### config.mk
export PLATFORM = sky130hd
export DESIGN_NAME = tlcd_diff_writer
export DESIGN_NICKNAME = d
export VERILOG_FILES = /design/src/rtl/tlcd_diff_writer.sv
export SDC_FILE = /design/constraint.sdc
export NUM_CORES = 1
export LEC_CHECK = 0
export CELL_PAD_IN_SITES_DETAIL_PLACEMENT = 1
export CELL_PAD_IN_SITES_GLOBAL_PLACEMENT = 2
export CORE_MARGIN = 2
export CORE_UTILIZATION = 36
export CTS_BUF_LIST = sky130_fd_sc_hd__clkbuf_4 sky130_fd_sc_hd__clkbuf_8
export DETAILED_ROUTE_END_ITERATION = 10
export MAX_ROUTING_LAYER = met4
export PLACE_DENSITY = 0.89
export SLEW_MARGIN = 10
export SYNTH_ARGS = -nofsm -noshare
export SYNTH_HDL_FRONTEND = slang
export SYNTH_SLANG_ARGS = --single-unit
### constraint.sdc
create_clock -name CLK -period 27.4 [get_ports CLK]
set_input_delay 5.48 -clock CLK [delete_from_list [all_inputs] [get_ports CLK]]
set_output_delay 5.48 -clock CLK [all_outputs]
set_load 0.01 [all_outputs]
### src/rtl/tlcd_diff_writer.sv
// rtl/tlcd_diff_writer.sv - HD44780 16x2 frame writer: power-up init, then per-frame character writes
// Define TLCD_DIFF_EN to write only characters that differ from the on-display shadow copy.
module tlcd_diff_writer #(
  parameter int INIT_WAIT = 20000,
  parameter int CMD_WAIT  = 50,
  parameter int CLR_WAIT  = 2000
) (
  input  logic         CLK,
  input  logic         RST,
  input  logic [127:0] FRAME_UPPER,
  input  logic [127:0] FRAME_LOWER,
  input  logic         FRAME_VALID,
  output logic         FRAME_READY,
  output logic         INIT_DONE,
  output logic         TLCD_E,
  output logic         TLCD_RS,
  output logic         TLCD_RW,
  output logic [7:0]   TLCD_DATA
);

  typedef enum logic [2:0] {PWRUP, INIT, IDLE, SCAN, WR_SETUP, WR_EHI, WR_WAIT} state_t;

  state_t      r_state, w_state_nxt;
  logic [31:0] r_cnt, r_wait;
  logic [1:0]  r_init_idx;
  logic        r_in_init, r_addr_phase, r_init_done;
  logic [5:0]  r_idx;
  logic [4:0]  r_prev_idx;
  logic        r_prev_valid;
  logic [7:0]  r_wr_data;
  logic        r_wr_rs;
  logic [7:0]  r_pending [32];
`ifdef TLCD_DIFF_EN
  logic [7:0]  r_shadow [32];
`endif

  logic       w_pwrup_done, w_wait_done, w_scan_end, w_differ, w_need_addr;
  logic [7:0] w_addr, w_init_cmd, w_cur;

  assign w_pwrup_done = (r_cnt == 32'(INIT_WAIT - 1));
  assign w_wait_done  = (r_cnt == r_wait - 32'd1);
  // Index 32 is a terminal scan slot so an unchanged frame still costs a fixed 33 cycles.
  assign w_scan_end   = r_idx[5];
  assign w_cur        = r_pending[r_idx[4:0]];
`ifdef TLCD_DIFF_EN
  assign w_differ     = (w_cur != r_shadow[r_idx[4:0]]);
`else
  assign w_differ     = 1'b1;
`endif
  // The cursor auto-increments, so a write right after index i-1 on the same line needs no address.
  assign w_need_addr  = !(r_prev_valid && (r_prev_idx == r_idx[4:0] - 5'd1) && (r_idx[3:0] != 4'd0));
  assign w_addr       = {(r_idx[4] ? 4'hC : 4'h8), r_idx[3:0]};

  always_comb begin
    case (r_init_idx)
      2'd0:    w_init_cmd = 8'h38;
      2'd1:    w_init_cmd = 8'h0C;
      2'd2:    w_init_cmd = 8'h06;
      default: w_init_cmd = 8'h01;
    endcase
  end

  always_ff @(posedge CLK or posedge RST) begin
    if (RST) r_state <= PWRUP;
    else     r_state <= w_state_nxt;
  end

  always_comb begin
    w_state_nxt = r_state;
    TLCD_E      = 1'b0;
    TLCD_RS     = 1'b0;
    TLCD_RW     = 1'b0;
    TLCD_DATA   = 8'h00;
    FRAME_READY = 1'b0;
    INIT_DONE   = r_init_done;
    case (r_state)
      PWRUP:    if (w_pwrup_done) w_state_nxt = INIT;
      INIT:     w_state_nxt = WR_SETUP;
      IDLE: begin
        FRAME_READY = 1'b1;
        if (FRAME_VALID) w_state_nxt = SCAN;
      end
      SCAN: begin
        if (w_scan_end)    w_state_nxt = IDLE;
        else if (w_differ) w_state_nxt = WR_SETUP;
      end
      WR_SETUP: begin
        TLCD_RS     = r_wr_rs;
        TLCD_DATA   = r_wr_data;
        w_state_nxt = WR_EHI;
      end
      WR_EHI: begin
        TLCD_E      = 1'b1;
        TLCD_RS     = r_wr_rs;
        TLCD_DATA   = r_wr_data;
        w_state_nxt = WR_WAIT;
      end
      WR_WAIT: begin
        TLCD_RS   = r_wr_rs;
        TLCD_DATA = r_wr_data;
        if (w_wait_done) begin
          if (r_in_init)         w_state_nxt = (r_init_idx == 2'd3) ? IDLE : INIT;
          else if (r_addr_phase) w_state_nxt = WR_SETUP;
          else                   w_state_nxt = SCAN;
        end
      end
      default: w_state_nxt = PWRUP;
    endcase
  end

  always_ff @(posedge CLK or posedge RST) begin
    if (RST) begin
      r_cnt        <= 32'd0;
      r_wait       <= 32'd0;
      r_init_idx   <= 2'd0;
      r_in_init    <= 1'b0;
      r_addr_phase <= 1'b0;
      r_init_done  <= 1'b0;
      r_idx        <= 6'd0;
      r_prev_idx   <= 5'd0;
      r_prev_valid <= 1'b0;
      r_wr_data    <= 8'h00;
      r_wr_rs      <= 1'b0;
      for (int k = 0; k < 32; k++) begin
        r_pending[k] <= 8'h00;
`ifdef TLCD_DIFF_EN
        r_shadow[k]  <= 8'h20;
`endif
      end
    end else begin
      case (r_state)
        PWRUP: r_cnt <= w_pwrup_done ? 32'd0 : r_cnt + 32'd1;
        INIT: begin
          r_wr_data <= w_init_cmd;
          r_wr_rs   <= 1'b0;
          r_wait    <= (r_init_idx == 2'd3) ? 32'(CLR_WAIT) : 32'(CMD_WAIT);
          r_in_init <= 1'b1;
        end
        IDLE: if (FRAME_VALID) begin
          for (int k = 0; k < 16; k++) begin
            r_pending[k]      <= FRAME_UPPER[127-8*k -: 8];
            r_pending[16 + k] <= FRAME_LOWER[127-8*k -: 8];
          end
          r_idx        <= 6'd0;
          r_prev_valid <= 1'b0;
        end
        SCAN: if (!w_scan_end) begin
          if (w_differ) begin
            r_wait       <= 32'(CMD_WAIT);
            r_addr_phase <= w_need_addr;
            r_wr_data    <= w_need_addr ? w_addr : w_cur;
            r_wr_rs      <= !w_need_addr;
          end else begin
            r_idx <= r_idx + 6'd1;
          end
        end
        WR_EHI: r_cnt <= 32'd0;
        WR_WAIT: begin
          if (!w_wait_done) begin
            r_cnt <= r_cnt + 32'd1;
          end else begin
            r_cnt <= 32'd0;
            if (r_in_init) begin
              if (r_init_idx == 2'd3) begin
                r_init_done <= 1'b1;
                r_in_init   <= 1'b0;
                r_init_idx  <= 2'd0;
              end else begin
                r_init_idx <= r_init_idx + 2'd1;
              end
            end else if (r_addr_phase) begin
              r_addr_phase <= 1'b0;
              r_wr_data    <= w_cur;
              r_wr_rs      <= 1'b1;
            end else begin
`ifdef TLCD_DIFF_EN
              r_shadow[r_idx[4:0]] <= w_cur;
`endif
              r_prev_idx   <= r_idx[4:0];
              r_prev_valid <= 1'b1;
              r_idx        <= r_idx + 6'd1;
            end
          end
        end
        default: ;
      endcase
    end
  end

endmodule

==> results.py <==
metrics = {
    "logic_synthesis": {
        "ys_ff_latch": 320,
        "async_reset_ff_frac": 1.00,
        "yosysWarnings": 0,
        "avgSynthCellArea_um2": 9.15,
        "synth_area_mm2": 0.0155,
        "synth_cell_types": 59,
        "seq_area_frac_synth": 0.516,
        "synthFlopType": "dfrtp_1",
        "synth_edf_count": 0,
        "syn_inst": 1698,
        "syn_nets": 1973,
    },
    "clocking": {
        "cts_setup_buffers": 0,
        "clock-root-buffer": "clkbuf_8",
        "cts_resized": 0,
        "cts_sinks": 320,
        "tritoncts": "built",
        "clk_pin_slew_worst_paths_ns": 0.05,
        "insertion_delay_ns": 0.64,
        "clockBufferDepth": 3,
        "h-tree-depth": 2,
        "cts_made_buffers": 57,
        "hold_buffers": 0,
    },
    "critical_path": {
        "startpoint_type": "flip-flop",
        "crit_path_end_kind": "output port",
        "cp.required_ns": 21.92,
        "crit_type": "flip-flop to output port",
        "cp.arrival_ns": 2.83,
        "critPathMaxFanout": 12,
    },
    "drt": {
        "wl_per_cell_um": 19.5,
        "drc": 0,
        "drt_wl_total_um": 49400,
        "first_pass_iters": 5,
        "vias": 12900,
        "ant_nets": 0,
        "first_iter_violations": 820,
        "viasPerCell": 5.08,
    },
    "cells_and_area": {
        "seqCellArea_mm2": 0.00802,
        "drive_above_1_share": 0.103,
        "multi_input_area_mm2": 0.00707,
        "most-common-layout-cells": "807 x nand2_1, 316 x dfrtp_1, 270 x clkdlybuf4s50_1, 73 x clkbuf_8, 51 x mux4_2",
        "layout_commonest_cell": "nand2_1",
        "fillerInstances": 4914,
        "syn_to_final_growth_pct": 28.3,
        "stdcell_area_mm2": 0.0199,
        "final_nets": 2216,
    },
    "timing": {
        "whs_ns": 0.471,
        "period_needed_ns": 8.31,
        "fin_crit_sh": 0.303,
        "rsz0062_at_grt": "false",
        "setup_ws_ns": 19.09,
        "finClkSkew_ns": 0.0305,
        "finalSetupViolations": 0,
        "finalSetupTns_ns": 0,
        "max_slew_margin": 0.298,
        "max_freq_ghz": 0.120,
        "slew_viol_final": 0,
        "hold_viol": 0,
        "worstMarginPinSlew_ns": 1.05,
    },
    "global_routing": {
        "grt_pass1_wl_um": 78200,
        "track_usage": 0.233,
        "grt_max_degree": 123,
        "grt_overflow_total": 0,
        "grt_pass1_vias": 14200,
        "antenna_found_initial": 4,
    },
    "floorplanning": {
        "core_mm2": 0.0428,
        "core.rowCount": 76,
        "die_h_um": 212,
        "fp.dieW_um": 212,
        "initial_utilization": 0.363,
        "io_pins": 272,
        "die-area_mm2": 0.0448,
    },
    "pwr": {
        "p_leak_nw": 9.52,
        "peakVddDrop_uv": 24.9,
        "power_density_mw_per_mm2": 53.5,
    },
    "run_status": {
        "status": "completed",
    },
    "placement": {
        "dp_hpwl_um": 34800,
        "place.gp.congestion": 0.859,
        "placed_area_mm2": 0.0187,
        "port_buffers": 270,
        "dpl_worst_slack_ns": 19.27,
    },
    "min_path": {
        "hold_class": "flip-flop to flip-flop",
    },
    "job": {
        "drv_cap": 0,
    },
}
area by class of cell:
cell class	instances	area share
diodes	4	0.000502
clock buffers	97	0.0595
clock inverters	7	0.00327
inverters	16	0.00339
multi-input cells	1260	0.355
flip-flops and latches	320	0.403
well taps	546	0.0343
repair buffers	286	0.142
path summary, 6_finish.rpt:
kind	start	to	slack [ns]	depth (start not counted)
max reg2reg	r_wait[5]	r_idx[3]	23.61	11
min reg2reg	r_pending[100]	r_pending[100]	0.47	2
min in group asynchronous	RST	r_pending[7]	5.42	2
max in group asynchronous	RST	r_pending[176]	20.42	3
min	r_pending[100]	r_pending[100]	0.47	2
max	r_state[2]	TLCD_DATA[4]	19.09	4
cell usage after synthesis (3+ instances only):
library cell,count,share of area
xor2_1,26,0.015
xnor2_1,20,0.011
a21oi_1,18,0.0058
o21ai_0,15,0.0048
o31ai_1,5,0.0024
mux4_2,51,0.074
nand3_1,24,0.0077
or2_2,3,0.0012
a31oi_1,16,0.0064
a211oi_1,10,0.0048
nand2_1,807,0.20
o21a_1,4,0.0019
a22o_1,3,0.0017
o211ai_1,6,0.0029
ha_1,16,0.013
inv_1,16,0.0039
or4_1,4,0.0019
and3_1,10,0.0040
nor2b_1,8,0.0032
clkbuf_1,78,0.019
buf_2,16,0.0052
dfrtp_1,320,0.52
nor3_1,12,0.0039
buf_1,7,0.0017
mux2_2,17,0.012
o22ai_1,6,0.0024
nand2b_1,5,0.0020
nor2_1,47,0.011
nand4_1,18,0.0073
and2_1,16,0.0064
nor4_1,11,0.0044
nor4b_1,3,0.0017
or3_1,4,0.0016
mux2i_1,30,0.019
a22oi_1,12,0.0058
nor3b_1,4,0.0019
o221ai_1,3,0.0017
power by group:
group	internal, mW	leakage, nW	switching, mW
clock network	0.280	0.665	0.203
registers	0.492	4.12	0.0103
logic	0.0475	4.74	0.0335
sequential cells by signal, indices dropped and copies added, names as in the netlist:
signal / count
r_pending: 256
r_wait: 3
r_cnt: 32
r_in_init: 1
r_wr_rs: 1
r_init_idx: 2
r_idx: 6
r_prev_idx: 5
r_wr_data: 8
r_prev_valid: 1
r_state: 3
INIT_DONE: 1
r_addr_phase: 1
per-stage QoR:
stage	util	power, mW	instances
2_1_floorplan	-	0.538	1698
3_3_place_gp	0.436	0.590	2428
3_5_place_dp	0.436	0.593	2428
4_1_cts	0.465	1.08	2532
5_1_grt	0.466	1.11	2536
6_report	0.466	1.07	2536
kinds of logic after synthesis:
group                    after synthesis  share of synthesized area
flip-flops                           320                      0.516
adder cells (fa/ha/maj)               16                     0.0129
other                                  1                   0.000241
XOR/XNOR                              46                     0.0259
AO/OA/AOI/OAI                        111                     0.0483
buffers and inverters                118                     0.0300
AND/OR/NAND/NOR                      988                      0.261
multiplexers                          98                      0.106
critical path, stage by stage, from the launching register on:
cell and delay (ns):
dfrtp_1 0.54, inv_1 0.15, a21oi_1 0.61, and2_1 0.33, clkdlybuf4s50_1 0.58
layer usage:
metal  global-route usage  share of wire
met1                0.298           0.45
met3               0.0362          0.044
met4               0.0789          0.027
met5                    -              0
met2                0.380           0.48
Power figures use the tool's default switching activity.
